===== config.mk =====
export PLATFORM = sky130hd
export DESIGN_NAME = mc_control_flat
export DESIGN_NICKNAME = d
export VERILOG_FILES = /design/src/rtl/mc_pkg.sv /design/src/rtl/mc_control_if.sv /design/src/rtl/mc_wait_timer.sv /design/src/rtl/mc_control.sv /design/src/flat_wrapper.sv
export SDC_FILE = /design/constraint.sdc
export NUM_CORES = 1
export LEC_CHECK = 0
export BUFFER_PORTS_ARGS = -buffer_cell sky130_fd_sc_hd__buf_2
export CORE_MARGIN = 4
export CORE_UTILIZATION = 45
export DETAILED_ROUTE_END_ITERATION = 10
export PLACE_DENSITY = 0.74
export SLEW_MARGIN = 20
export SYNTH_ARGS = -nofsm -noshare
export SYNTH_HDL_FRONTEND = slang
export SYNTH_SLANG_ARGS = --single-unit

===== constraint.sdc =====
create_clock -name clk -period 2.1 [get_ports clk]
set_input_delay 0 -clock clk [delete_from_list [all_inputs] [get_ports clk]]
set_output_delay 0 -clock clk [all_outputs]
set_load 0.01 [all_outputs]

===== src/rtl/mc_pkg.sv =====
// Shared types and encodings for the multicycle controller.
// MC_ADDI_EN adds the ADDI_EX/ADDI_WB states when defined.
package mc_pkg;

  typedef enum logic [3:0] {
    ST_FETCH    = 4'd0,
    ST_DECODE   = 4'd1,
    ST_MEM_ADDR = 4'd2,
    ST_MEM_RD   = 4'd3,
    ST_MEM_WB   = 4'd4,
    ST_MEM_WR   = 4'd5,
    ST_EXEC     = 4'd6,
    ST_R_WB     = 4'd7,
    ST_BRANCH   = 4'd8,
    ST_JUMP     = 4'd9,
`ifdef MC_ADDI_EN
    ST_ADDI_EX  = 4'd10,
    ST_ADDI_WB  = 4'd11,
`endif
    ST_ERR      = 4'd12
  } state_t;

  localparam logic [5:0] OP_RTYPE = 6'b000000;
  localparam logic [5:0] OP_LW    = 6'b100011;
  localparam logic [5:0] OP_SW    = 6'b101011;
  localparam logic [5:0] OP_BEQ   = 6'b000100;
  localparam logic [5:0] OP_J     = 6'b000010;
  localparam logic [5:0] OP_ADDI  = 6'b001000;

  localparam logic [1:0] ALU_OP_ADD    = 2'b00;
  localparam logic [1:0] ALU_OP_BRANCH = 2'b01;
  localparam logic [1:0] ALU_OP_FUNCT  = 2'b10;

  localparam logic [1:0] PC_SRC_ALU    = 2'b00;
  localparam logic [1:0] PC_SRC_ALUOUT = 2'b01;
  localparam logic [1:0] PC_SRC_JUMP   = 2'b10;

  localparam logic [1:0] SRC_B_REG    = 2'b00;
  localparam logic [1:0] SRC_B_FOUR   = 2'b01;
  localparam logic [1:0] SRC_B_IMM    = 2'b10;
  localparam logic [1:0] SRC_B_IMM_SH = 2'b11;

  typedef struct packed {
    logic       pc_write;
    logic       pc_write_cond;
    logic       i_or_d;
    logic       mem_read;
    logic       mem_write;
    logic       ir_write;
    logic       mem_to_reg;
    logic       reg_dst;
    logic       reg_write;
    logic       alu_src_a;
    logic       err;
    logic [1:0] alu_src_b;
    logic [1:0] alu_op;
    logic [1:0] pc_source;
  } ctrl_t;

  // States that sit waiting on mem_ready and are guarded by the timeout.
  function automatic logic is_wait_state(state_t s);
    return (s == ST_FETCH) || (s == ST_MEM_RD) || (s == ST_MEM_WR);
  endfunction

endpackage


===== src/rtl/mc_control_if.sv =====
// Instruction/memory-status inputs and datapath control outputs of mc_control.
interface mc_control_if;
  logic [5:0] opcode;
  logic       zero;
  logic       mem_ready;
  logic       pc_write;
  logic       pc_write_cond;
  logic       i_or_d;
  logic       mem_read;
  logic       mem_write;
  logic       ir_write;
  logic       mem_to_reg;
  logic       reg_dst;
  logic       reg_write;
  logic       alu_src_a;
  logic       err;
  logic [1:0] alu_src_b;
  logic [1:0] alu_op;
  logic [1:0] pc_source;
  logic [3:0] state_o;

  modport master (
    output opcode, zero, mem_ready,
    input  pc_write, pc_write_cond, i_or_d, mem_read, mem_write, ir_write,
           mem_to_reg, reg_dst, reg_write, alu_src_a, err,
           alu_src_b, alu_op, pc_source, state_o
  );

  modport slave (
    input  opcode, zero, mem_ready,
    output pc_write, pc_write_cond, i_or_d, mem_read, mem_write, ir_write,
           mem_to_reg, reg_dst, reg_write, alu_src_a, err,
           alu_src_b, alu_op, pc_source, state_o
  );
endinterface


===== src/rtl/mc_wait_timer.sv =====
// Memory-wait timeout counter; expired flags the last waited cycle before the
// count reaches 2^WAIT_W-1.
module mc_wait_timer #(
  parameter int WAIT_W = 4
) (
  input  logic clk,
  input  logic rst_n,
  input  logic clear,
  input  logic inc,
  output logic expired
);
  localparam logic [WAIT_W-1:0] LIMIT = '1;

  logic [WAIT_W-1:0] r_count;

  always_ff @(posedge clk or negedge rst_n) begin
    if (!rst_n) begin
      r_count <= '0;
    end else if (clear) begin
      r_count <= '0;
    end else if (inc && (r_count != LIMIT)) begin
      r_count <= r_count + 1'b1;
    end
  end

  // This waited cycle is the one that brings the count to the limit.
  assign expired = inc && (r_count == LIMIT - 1'b1);
endmodule


===== src/rtl/mc_control.sv =====
// Moore control FSM for a multicycle MIPS-style datapath with memory-wait timeout.
// MC_ADDI_EN enables the addi instruction (otherwise opcode 001000 is illegal).
module mc_control
  import mc_pkg::*;
#(
  parameter int WAIT_W = 4
) (
  input  logic         clk,
  input  logic         rst_n,
  mc_control_if.slave  bus
);
  state_t r_state;
  state_t w_next;
  ctrl_t  w_ctrl;
  ctrl_t  w_out;
  logic   w_wait_st;
  logic   w_clear;
  logic   w_inc;
  logic   w_expired;
  logic   w_unused_zero;

  assign w_unused_zero = bus.zero;

  assign w_wait_st = is_wait_state(r_state);
  assign w_clear   = !w_wait_st || bus.mem_ready;
  assign w_inc     = w_wait_st && !bus.mem_ready;

  mc_wait_timer #(.WAIT_W(WAIT_W)) u_timer (
    .clk     (clk),
    .rst_n   (rst_n),
    .clear   (w_clear),
    .inc     (w_inc),
    .expired (w_expired)
  );

  always_ff @(posedge clk or negedge rst_n) begin
    if (!rst_n) r_state <= ST_FETCH;
    else        r_state <= w_next;
  end

  always_comb begin
    w_next = r_state;
    w_ctrl = '0;
    case (r_state)
      ST_FETCH: begin
        w_ctrl.mem_read  = 1'b1;
        w_ctrl.alu_src_b = SRC_B_FOUR;
        w_ctrl.alu_op    = ALU_OP_ADD;
        w_ctrl.pc_source = PC_SRC_ALU;
        w_ctrl.ir_write  = bus.mem_ready;
        w_ctrl.pc_write  = bus.mem_ready;
        if (bus.mem_ready)  w_next = ST_DECODE;
        else if (w_expired) w_next = ST_ERR;
      end
      ST_DECODE: begin
        w_ctrl.alu_src_b = SRC_B_IMM_SH;
        w_ctrl.alu_op    = ALU_OP_ADD;
        case (bus.opcode)
          OP_LW, OP_SW: w_next = ST_MEM_ADDR;
          OP_RTYPE:     w_next = ST_EXEC;
          OP_BEQ:       w_next = ST_BRANCH;
          OP_J:         w_next = ST_JUMP;
`ifdef MC_ADDI_EN
          OP_ADDI:      w_next = ST_ADDI_EX;
`endif
          default:      w_next = ST_ERR;
        endcase
      end
      ST_MEM_ADDR: begin
        w_ctrl.alu_src_a = 1'b1;
        w_ctrl.alu_src_b = SRC_B_IMM;
        w_ctrl.alu_op    = ALU_OP_ADD;
        w_next = (bus.opcode == OP_SW) ? ST_MEM_WR : ST_MEM_RD;
      end
      ST_MEM_RD: begin
        w_ctrl.mem_read = 1'b1;
        w_ctrl.i_or_d   = 1'b1;
        if (bus.mem_ready)  w_next = ST_MEM_WB;
        else if (w_expired) w_next = ST_ERR;
      end
      ST_MEM_WR: begin
        w_ctrl.mem_write = 1'b1;
        w_ctrl.i_or_d    = 1'b1;
        if (bus.mem_ready)  w_next = ST_FETCH;
        else if (w_expired) w_next = ST_ERR;
      end
      ST_MEM_WB: begin
        w_ctrl.reg_write  = 1'b1;
        w_ctrl.mem_to_reg = 1'b1;
        w_next = ST_FETCH;
      end
      ST_EXEC: begin
        w_ctrl.alu_src_a = 1'b1;
        w_ctrl.alu_src_b = SRC_B_REG;
        w_ctrl.alu_op    = ALU_OP_FUNCT;
        w_next = ST_R_WB;
      end
      ST_R_WB: begin
        w_ctrl.reg_write = 1'b1;
        w_ctrl.reg_dst   = 1'b1;
        w_next = ST_FETCH;
      end
      ST_BRANCH: begin
        w_ctrl.alu_src_a     = 1'b1;
        w_ctrl.alu_src_b     = SRC_B_REG;
        w_ctrl.alu_op        = ALU_OP_BRANCH;
        w_ctrl.pc_write_cond = 1'b1;
        w_ctrl.pc_source     = PC_SRC_ALUOUT;
        w_next = ST_FETCH;
      end
      ST_JUMP: begin
        w_ctrl.pc_write  = 1'b1;
        w_ctrl.pc_source = PC_SRC_JUMP;
        w_next = ST_FETCH;
      end
`ifdef MC_ADDI_EN
      ST_ADDI_EX: begin
        w_ctrl.alu_src_a = 1'b1;
        w_ctrl.alu_src_b = SRC_B_IMM;
        w_ctrl.alu_op    = ALU_OP_ADD;
        w_next = ST_ADDI_WB;
      end
      ST_ADDI_WB: begin
        w_ctrl.reg_write = 1'b1;
        w_next = ST_FETCH;
      end
`endif
      ST_ERR: begin
        w_ctrl.err = 1'b1;
      end
      default: begin
        w_next = ST_ERR;
      end
    endcase
  end

  // Outputs are forced low combinationally so an access stops the moment rst_n falls.
  assign w_out = rst_n ? w_ctrl : '0;

  assign bus.pc_write      = w_out.pc_write;
  assign bus.pc_write_cond = w_out.pc_write_cond;
  assign bus.i_or_d        = w_out.i_or_d;
  assign bus.mem_read      = w_out.mem_read;
  assign bus.mem_write     = w_out.mem_write;
  assign bus.ir_write      = w_out.ir_write;
  assign bus.mem_to_reg    = w_out.mem_to_reg;
  assign bus.reg_dst       = w_out.reg_dst;
  assign bus.reg_write     = w_out.reg_write;
  assign bus.alu_src_a     = w_out.alu_src_a;
  assign bus.err           = w_out.err;
  assign bus.alu_src_b     = w_out.alu_src_b;
  assign bus.alu_op        = w_out.alu_op;
  assign bus.pc_source     = w_out.pc_source;
  assign bus.state_o       = r_state;
endmodule


===== src/flat_wrapper.sv =====
// flat-port wrapper written by rule: the top's interface ports become plain ports
module mc_control_flat import mc_pkg::*;
#(
  parameter int WAIT_W = 4
)
  (clk, rst_n, bus_opcode, bus_zero, bus_mem_ready, bus_pc_write, bus_pc_write_cond, bus_i_or_d, bus_mem_read, bus_mem_write, bus_ir_write, bus_mem_to_reg, bus_reg_dst, bus_reg_write, bus_alu_src_a, bus_err, bus_alu_src_b, bus_alu_op, bus_pc_source, bus_state_o);
  mc_control_if bus_i ();
  input  logic clk;
  input  logic rst_n;
  input wire logic [$bits(bus_i.opcode)-1:0] bus_opcode;
  input wire logic [$bits(bus_i.zero)-1:0] bus_zero;
  input wire logic [$bits(bus_i.mem_ready)-1:0] bus_mem_ready;
  output wire logic [$bits(bus_i.pc_write)-1:0] bus_pc_write;
  output wire logic [$bits(bus_i.pc_write_cond)-1:0] bus_pc_write_cond;
  output wire logic [$bits(bus_i.i_or_d)-1:0] bus_i_or_d;
  output wire logic [$bits(bus_i.mem_read)-1:0] bus_mem_read;
  output wire logic [$bits(bus_i.mem_write)-1:0] bus_mem_write;
  output wire logic [$bits(bus_i.ir_write)-1:0] bus_ir_write;
  output wire logic [$bits(bus_i.mem_to_reg)-1:0] bus_mem_to_reg;
  output wire logic [$bits(bus_i.reg_dst)-1:0] bus_reg_dst;
  output wire logic [$bits(bus_i.reg_write)-1:0] bus_reg_write;
  output wire logic [$bits(bus_i.alu_src_a)-1:0] bus_alu_src_a;
  output wire logic [$bits(bus_i.err)-1:0] bus_err;
  output wire logic [$bits(bus_i.alu_src_b)-1:0] bus_alu_src_b;
  output wire logic [$bits(bus_i.alu_op)-1:0] bus_alu_op;
  output wire logic [$bits(bus_i.pc_source)-1:0] bus_pc_source;
  output wire logic [$bits(bus_i.state_o)-1:0] bus_state_o;
  assign bus_i.opcode = bus_opcode;
  assign bus_i.zero = bus_zero;
  assign bus_i.mem_ready = bus_mem_ready;
  assign bus_pc_write = bus_i.pc_write;
  assign bus_pc_write_cond = bus_i.pc_write_cond;
  assign bus_i_or_d = bus_i.i_or_d;
  assign bus_mem_read = bus_i.mem_read;
  assign bus_mem_write = bus_i.mem_write;
  assign bus_ir_write = bus_i.ir_write;
  assign bus_mem_to_reg = bus_i.mem_to_reg;
  assign bus_reg_dst = bus_i.reg_dst;
  assign bus_reg_write = bus_i.reg_write;
  assign bus_alu_src_a = bus_i.alu_src_a;
  assign bus_err = bus_i.err;
  assign bus_alu_src_b = bus_i.alu_src_b;
  assign bus_alu_op = bus_i.alu_op;
  assign bus_pc_source = bus_i.pc_source;
  assign bus_state_o = bus_i.state_o;
  mc_control #(.WAIT_W(WAIT_W)) u_core (.clk(clk), .rst_n(rst_n), .bus(bus_i));
endmodule

==> metrics.cfg, run 1 <==
[pwr]
p_clk_frac = 0.128
peakVddDrop_mv = 0.549
p_sw_uw = 446
total_leakage_power_uw = 0.000482
p_int_uw = 483
p_sw_frac = 0.480
p_per_area_mw_per_mm2 = 946
finalPower_uw = 929
pwr-share-comb = 0.511
p_seq_frac = 0.361

[sta]
period_needed_ns = 1.78
rsz0062_at_grt = no
setup_slack_ns = 0.315
final_max_slew_viol_count = 0
worst_pin_slew_ns = 0.712
fin_skew_ns = 0.00762
relSlewSlack = 0.526
holdWs_ns = 0.0369
setup_violations = 0
timing.fmax_ghz = 0.560
hold_viol = 0
finalCritPeriodShare = 0.850
setup_tns_ns = 0

[cells_and_area]
final_layout_size_suffix_gt1_frac = 0.299
layout.nets = 141
syn_to_final_growth_pct = 21.9
n_antenna_cell = 0

[clock_network]
cts_tree = yes
ctsHoldBuffers = 1
clock_path_buffers = 2
clock_sink_count = 8
cts_htree_levels = 1
cts_resized = 0
clk_pin_slew_ns = 0.06
cts_root_buf = clkbuf_4
clock_latency_ns = 0.25
postCtsSetupBuffers = 0
numCtsBuffers = 3

[placed_design]
dp_hpwl_um = 1540
io_buffers = 29
pre_cts_ws_ns = 0.530
place.gp.congestion = 0.731

[synth]
syn_nets = 112
synth_fa_ha_area_frac = 0.0311
synth_edf_count = 0
synth-simple-area-share = 0.415
async_reset_ff_frac = 1.00
synth_area_leader_cell = dfrtp_1
syn_area_um2 = 806
synth_mux_area_frac = 0.0124
ys_types = 38
synth_top_family_by_area = simple AND/OR/NAND/NOR gates
synth-xor-area-share = 0.0543
synth_seq_cells = 8
syn_avg_cell_area_um2 = 8.06
synth_top_area_frac = 0.248
syn_inst = 100
synth_compound_area_frac = 0.185
synth_area_leaders = dfrtp_1 (25%), nor2_1 (7.5%), nand2b_1 (5.4%)
yosysWarnings = 0
synthFlopType = dfrtp_1
ys_seq_area_frac = 0.248

[die]
die_w_um = 50.3
num_io_pins = 31
core-area_mm2 = 0.00171
die_area_mm2 = 0.00253
rows = 15
start_util = 0.472
die_h_um = 50.3

[hold_path]
hp-class = primary input to flop

[drt]
drtIter0Drc = 10
ant_nets = 0
vias = 835
avgRoutedWirePerCell_um = 13.4
route.detailed.drc = 0
vias_per_cell = 5.49
dr.pass1.iters = 4
drt-total-wl_um = 2040

[global_routing]
antenna_found_initial = 0
grt_pass1_vias = 824
grt_first_pass_wirelength_um = 3500
overflow = 0
track_usage = 0.172
grt_max_degree = 26

[critical_path]
cp-end-kind = output pin
crit_arrival_ns = 1.78
start_kind = flop
path_common_cell = nor2b_1
reg2reg_slack_ns = 0.50
cp_cell_sequence = nor2b_1 > nor2b_1 > and3_1 > or2_1 > buf_2
cp.required_ns = 2.10
critPathMaxFanout = 14
criticalPathCategory = flop to output pin
max_stage_delay_ns = 0.62
crit_slowest_cell = dfrtp_1

[run]
maxCapViolations = 0

[status]
outcome = finished, final reports clean

-- power groups by stage --
stage	Combinational (uW)	Sequential [uW]	Clock [uW]
global placement	466	330	0
CTS	482	335	125
detailed placement	478	339	0
finish	475	335	119
floorplan	439	246	0
global route	530	352	135
-- flip-flops by register name, indices dropped and copies added (netlist names) --
signal / count
u_core.bus.state_o: 4
u_core.u_timer.r_count: 4
-- logic make-up (layout without fill, tap and decap cells) --
group                    Yosys count  count (layout)
AND/OR/NAND/NOR                   58              58
AO/OA/AOI/OAI                     18              18
flip-flops                         8               8
buffers and inverters              8              35
XOR/XNOR                           5               5
adder cells (fa/ha/maj)            2               2
multiplexers                       1               1
-- routing by layer --
metal	routed length [um]	share of wire	global-route usage
met1	872	0.43	0.195
met2	1090	0.53	0.328
met3	69	0.034	0.0326
met4	8	0.0039	0.0404
met5	0	0	0
-- cell type report --
class	count	area, um^2
well taps	25	31.3
inverters	1	3.75
clock buffers	3	22.5
multi-input cells	84	562
flip-flops and latches	8	200
repair buffers	31	163
fillers	174	726
-- through the flow --
step	utilization	cell area, um^2	std cells
3_5_place_dp	0.556	950	148
4_1_cts	0.575	982	152
5_1_grt	0.575	982	152
3_3_place_gp	0.556	950	148
6_report	0.575	982	152
2_1_floorplan	-	806	100
-- Yosys cell counts (all sizes together) (3+ instances only) --
master and n:
nor2 16, dfrtp 8, buf 7, nand2b 7, nand2 6, nor3 5
nand3 4, nor2b 4, xor2 4, a21oi 3, a31oi 3, nand3b 3
nor4 3
-- worst max-delay path: cells and delay by family, from the launching register on --
kind / cells / cell delay (ns)
AND/OR/NAND/NOR: 4 / 0.78
flip-flops: 1 / 0.62
buffers and inverters: 1 / 0.14
-- layout by cell type (no fill, tap or decap), types with 2 or more instances in the layout --
cell type  count
buf_2         29
nand3_1        4
nor2_1        16
nor4_1         3
and3_1         2
nand2b_1       7
a211oi_1       2
a21o_1         2
a31oi_1        3
clkbuf_4       3
dfrtp_1        8
xor2_1         4
a21oi_1        3
nor3_1         4
ha_1           2
nand3b_1       3
nor2b_1        4
nand2_1        6
and4_1         2
-- worst paths after layout --
| check | start | endpoint | depth (start not counted) |
|---|---|---|---|
| worst max-delay path | u_core.bus.state_o[3] | bus_pc_write | 5 |
| max in group asynchronous | rst_n | u_core.bus.state_o[0] | 2 |
| min in group asynchronous | rst_n | u_core.u_timer.r_count[2] | 2 |
| worst min-delay path | bus_mem_ready | u_core.bus.state_o[2] | 2 |
| worst min register to register | u_core.u_timer.r_count[3] | u_core.u_timer.r_count[3] | 1 |
| worst max register to register | u_core.bus.state_o[2] | u_core.bus.state_o[2] | 4 |
(Power assumes the default switching activity.)
==> inputs of run 2 (changes only) <==
--- a/config.mk
+++ b/config.mk
@@ -7,7 +7,7 @@
 export LEC_CHECK = 0
 export BUFFER_PORTS_ARGS = -buffer_cell sky130_fd_sc_hd__buf_2
 export CORE_MARGIN = 4
-export CORE_UTILIZATION = 45
+export CORE_UTILIZATION = 43
 export DETAILED_ROUTE_END_ITERATION = 10
 export PLACE_DENSITY = 0.74
 export SLEW_MARGIN = 20
==> constraint.sdc (replaced) <==
create_clock -name clk -period 1.6 [get_ports clk]
set_input_delay 0 -clock clk [delete_from_list [all_inputs] [get_ports clk]]
set_output_delay 0 -clock clk [all_outputs]
set_load 0.01 [all_outputs]
==> metrics.cfg, run 2 (same netlist as run 1, synthesis figures left out) <==
[die]
die_h_um = 51.3  ; +1.9%
die_w_um = 51.3  ; +1.9%
rows = 15  ; unchanged
num_io_pins = 31  ; unchanged
core-area_mm2 = 0.00175  ; +2.2%
start_util = 0.462  ; -0.0101
die_area_mm2 = 0.00263  ; +3.9%

[clock_network]
numCtsBuffers = 3  ; unchanged
clock_latency_ns = 0.25  ; about the same
clk_pin_slew_ns = 0.06  ; about the same
cts_htree_levels = 1  ; unchanged
cts_root_buf = clkbuf_4
clock_sink_count = 8  ; unchanged
clock_path_buffers = 2  ; unchanged
cts_tree = yes

[critical_path]
start_kind = flop
r2r_start = u_core.u_timer.r_count[1]
cp-end-kind = output pin
crit_family = simple AND/OR/NAND/NOR gates
max_stage_delay_ns = 0.44  ; -0.18 ns
cp.required_ns = 1.60  ; -0.50 ns
reg2reg_slack_ns = 0.1  ; -0.40 ns
crit_arrival_ns = 1.50  ; -0.28 ns
criticalPathCategory = flop to output pin
cp_num_buf_inv = 2  ; +1
critPathMaxFanout = 12  ; -2
cp_cell_sequence = buf_4 > nor2b_1 > and3_1 > or2_1 > buf_2
rr_worst_depth = 5  ; +1
crit_slowest_cell = dfrtp_1
r2r-end = u_core.bus.state_o[1]

[run]
maxCapViolations = 0  ; unchanged

[sta]
worst_pin_slew_ns = 0.300  ; -0.412 ns
relSlewSlack = 0.800  ; +0.274
fin_skew_ns = 0.00229  ; -0.00533 ns
setup_slack_ns = 0.0989  ; -0.216 ns
final_max_slew_viol_count = 0  ; unchanged
setup_violations = 0  ; unchanged
hold_viol = 0  ; unchanged
period_needed_ns = 1.50
holdWs_ns = 0.0537  ; +0.0167 ns
timing.fmax_ghz = 0.666
finalCritPeriodShare = 0.938

[global_routing]
antenna_found_initial = 0  ; unchanged
grt_max_degree = 13  ; -50%
met2_usage = 0.264  ; -0.0643
track_usage = 0.169  ; -0.00345
grt_pass1_vias = 791  ; -4.0%
grt_first_pass_wirelength_um = 3440  ; -1.8%
grt_util_met1 = 0.222  ; +0.0273
grtUsageMet3 = 0.0437  ; +0.0111
top_usage_layer = met2
overflow = 0  ; unchanged

[drt]
drtIter0Drc = 18  ; +8
vias = 872  ; +4.4%
route.detailed.drc = 0  ; unchanged
dr.pass1.iters = 4  ; unchanged
ant_nets = 0  ; unchanged
avgRoutedWirePerCell_um = 12.6  ; -5.9%
drt-total-wl_um = 2030  ; -0.34%
vias_per_cell = 5.42  ; -1.4%

[cells_and_area]
final_layout_size_suffix_gt1_frac = 0.368  ; +0.0684
syn_to_final_growth_pct = 31.5
n_antenna_cell = 0  ; unchanged
layout_common_cells = buf_2 (29), nor2_1 (16), buf_4 (10)
layout.nets = 150  ; +6.4%
final_common_cell = buf_2
fill_cells = 169  ; -2.9%
final_core_util = 0.607  ; +0.0321
final-seq-area_um2 = 201  ; +0.62%
multi_input_area_um2 = 571  ; +1.6%

[placed_design]
dp_hpwl_um = 1550  ; +0.92%
place.gp.congestion = 0.822  ; +12%
io_buffers = 29  ; unchanged
pre_cts_ws_ns = 0.0885  ; -0.442 ns

[pwr]
peakVddDrop_mv = 0.750  ; +37%
finalPower_uw = 1350  ; +45%
p_per_area_mw_per_mm2 = 1270  ; +34%
total_leakage_power_uw = 0.000529  ; +9.7%

[hold_path]
worstHoldStart = bus_mem_ready
holdPathEnd = u_core.bus.state_o[2]
whs_path_depth = 2  ; unchanged
hp-class = primary input to flop

[status]
outcome = finished, final reports clean

## run 2: cell count changes in the layout (fill, tap and decap cells not counted), sizes merged
cell / before / now
buf: 30 / 39
## run 2: area by class of cell
cell class              count  area share
multi-input cells          84       0.538
repair buffers             40       0.217
flip-flops and latches      8       0.190
well taps                  25      0.0295
clock buffers               3      0.0213
inverters                   1     0.00354
## run 2: worst max-delay path by stage
stage / cells past startpoint / to / slack, ns / from
5_1_grt: 5 / u_core.bus.state_o[1] / -0.01 / u_core.u_timer.r_count[1]
3_3_place_gp: 5 / u_core.bus.state_o[1] / 0.16 / u_core.u_timer.r_count[1]
3_5_place_dp: 5 / u_core.bus.state_o[1] / 0.09 / u_core.u_timer.r_count[1]
6_report: 5 / bus_pc_write / 0.1 / u_core.bus.state_o[2]
4_1_cts: 5 / u_core.bus.state_o[1] / 0.07 / u_core.u_timer.r_count[1]
2_1_floorplan: 6 / u_core.bus.state_o[1] / 0.23 / u_core.u_timer.r_count[0]
## run 2: where the power goes
group,internal [uW],switching [uW],total [uW]
Combinational,389,475,864
Sequential,257,68.0,325
Clock,86.1,71.7,158
Total,731,615,1350
## run 2: repair_timing
action | in CTS | in global routing
pin swaps | 0 | 0
setup endpoints to repair | 1 | 3
hold endpoints to repair | 8 | 0
setup buffers | 0 | 1
gates resized for setup | 1 | 2
hold buffers | 1 | 0
## run 2: stage by stage
stage	setup TNS (ns)	cells	cell area, um^2
6_report	0	161	1060
2_1_floorplan	0	100	806
5_1_grt	-0.0109	161	1060
3_3_place_gp	0	156	1010
4_1_cts	0	160	1040
3_5_place_dp	0	156	1010
## run 2: routing by layer
metal / routed length (um) / vias up
li1: - / 439
met4: 23 / 0
met5: 0 / -
met3: 130 / 4
met2: 913 / 28
met1: 965 / 401
==> inputs of run 3 (changes only) <==
--- a/config.mk
+++ b/config.mk
@@ -10,6 +10,7 @@
 export CORE_UTILIZATION = 43
 export DETAILED_ROUTE_END_ITERATION = 10
 export PLACE_DENSITY = 0.74
+export SETUP_SLACK_MARGIN = 0.4
 export SLEW_MARGIN = 20
 export SYNTH_ARGS = -nofsm -noshare
 export SYNTH_HDL_FRONTEND = slang
==> metrics.cfg, run 3 (same netlist as run 1, synthesis figures left out) <==
[status]
outcome = finished, final reports clean

[sta]
rsz0062_at_grt = yes
worst_pin_slew_ns = 0.403  ; +0.103 ns
hold_viol = 0  ; unchanged
relSlewSlack = 0.730  ; -0.0698
setup_violations = 0  ; unchanged
setup_tns_ns = 0  ; unchanged
final_max_slew_viol_count = 0  ; unchanged
finalCritPeriodShare = 0.886  ; -0.0518
period_needed_ns = 1.42  ; -0.0829 ns
timing.fmax_ghz = 0.705  ; +5.8%
fin_skew_ns = 0.00280  ; +0.000514 ns

[critical_path]
startpoint = u_core.bus.state_o[0]
start_kind = flop
cp.required_ns = 1.75  ; +0.15 ns
critPathMaxFanout = 3  ; -9
crit_arrival_ns = 1.57  ; +0.07 ns
r2r_start = u_core.bus.state_o[0]
cp-end-kind = flop
criticalPathCategory = flop to flop

[die]
num_io_pins = 31  ; unchanged
core-area_mm2 = 0.00175  ; unchanged
die_h_um = 51.3  ; unchanged
rows = 15  ; unchanged
die_w_um = 51.3  ; unchanged
die_area_mm2 = 0.00263  ; unchanged
start_util = 0.462  ; unchanged

[placed_design]
place.gp.congestion = 0.826  ; +0.57%
place_area_mm2 = 0.00101  ; -0.37%
io_buffers = 29  ; unchanged
dp_hpwl_um = 1570  ; +1.3%

[global_routing]
grt_first_pass_wirelength_um = 4330  ; +26%
grt_max_degree = 15  ; +2
grt_pass1_vias = 913  ; +15%
antenna_found_initial = 0  ; unchanged
overflow = 0  ; unchanged
track_usage = 0.214  ; +0.0450

[drt]
drt-total-wl_um = 3200  ; +58%
vias_per_cell = 5.76  ; +6.3%
avgRoutedWirePerCell_um = 18.3  ; +45%
dr.pass1.iters = 4  ; unchanged
drtIter0Drc = 30  ; +12
ant_nets = 0  ; unchanged
route.detailed.drc = 0  ; unchanged
vias = 1008  ; +16%

[clock_network]
clock_path_buffers = 2  ; unchanged
cts_htree_levels = 1  ; unchanged
clock_latency_ns = 0.26  ; about the same
cts_tree = yes
clk_pin_slew_ns = 0.06  ; about the same
cts_root_buf = clkbuf_4
numCtsBuffers = 3  ; unchanged
clock_sink_count = 8  ; unchanged

[cells_and_area]
layout.nets = 164  ; +9.3%
n_antenna_cell = 0  ; unchanged
fill_cells = 85  ; -50%
final-seq-area_um2 = 204  ; +1.2%
multi_input_area_um2 = 790  ; +38%
syn_to_final_growth_pct = 82.1
final_common_cell = buf_2
layout_common_cells = buf_2 (26), buf_6 (13), buf_4 (12)
final_area_mm2 = 0.00147  ; +38%
final_layout_size_suffix_gt1_frac = 0.640  ; +0.272

[pwr]
p_per_area_mw_per_mm2 = 1390  ; +9.3%
peakVddDrop_mv = 1.09  ; +45%
total_leakage_power_uw = 0.000660  ; +25%

[hold_path]
worstHoldStart = bus_mem_ready
hp-class = primary input to flop

[run]
maxCapViolations = 0  ; unchanged

-- run 3: final cells by class --
type / instances / share of cell area
sequential: 8 / 0.139
tap: 25 / 0.0213
multi-input combinational: 84 / 0.538
clock buffer: 3 / 0.0153
inverter: 1 / 0.00256
timing repair buffer: 54 / 0.284
-- run 3: timing repair --
action | CTS | global route
resized for setup | 33 | 30
setup endpoints to repair | 24 | 25
hold buffers | 1 | 0
hold endpoints to repair | 8 | 0
buffers inserted | 14 | 4
pin swaps | 7 | 11
-- run 3: path summary, 6_finish.rpt --
check	slack [ns]	depth (start not counted)	to
worst max-delay path	0.18	5	u_core.bus.state_o[2]
worst min-delay path	0.07	2	u_core.bus.state_o[2]
worst max register to register	0.18	5	u_core.bus.state_o[2]
worst min register to register	0.62	1	u_core.u_timer.r_count[3]
max in group asynchronous	0.90	3	u_core.bus.state_o[1]
min in group asynchronous	0.39	3	u_core.u_timer.r_count[3]
-- run 3: metrics by stage --
stage	setup WS, ns	std cells	total power, uW	hold slack [ns]	util
floorplan	0.280	100	912	-0.296	-
global placement	0.263	153	1120	-0.0501	0.576
detailed placement	0.228	153	1140	-0.0466	0.576
CTS	0.219	171	1660	0.0774	0.735
global route	0.131	175	2150	0.0740	0.841
finish	0.182	175	2040	0.0743	0.841
-- run 3: metal layers --
layer,GRT usage,part of all wire,wire (um),vias up
met5,0,0,0,-
met4,0.0262,0.025,80,0
met3,0.0204,0.064,206,10
met2,0.391,0.51,1640,47
met1,0.279,0.40,1280,483
li1,-,-,-,468
-- run 3: report_power, final --
part           switching, uW  internal [uW]  total, uW
Combinational            790            754       1540
Clock                   78.2           86.5        165
Sequential              69.7            259        328
Total                    938           1100       2040
-- run 3: critical path, stage by stage (launching register included) --
cell and delay [ns]:
dfrtp_2 0.44, buf_6 0.14, or3_4 0.33, nor2_1 0.11, a21oi_1 0.07, o311ai_2 0.23
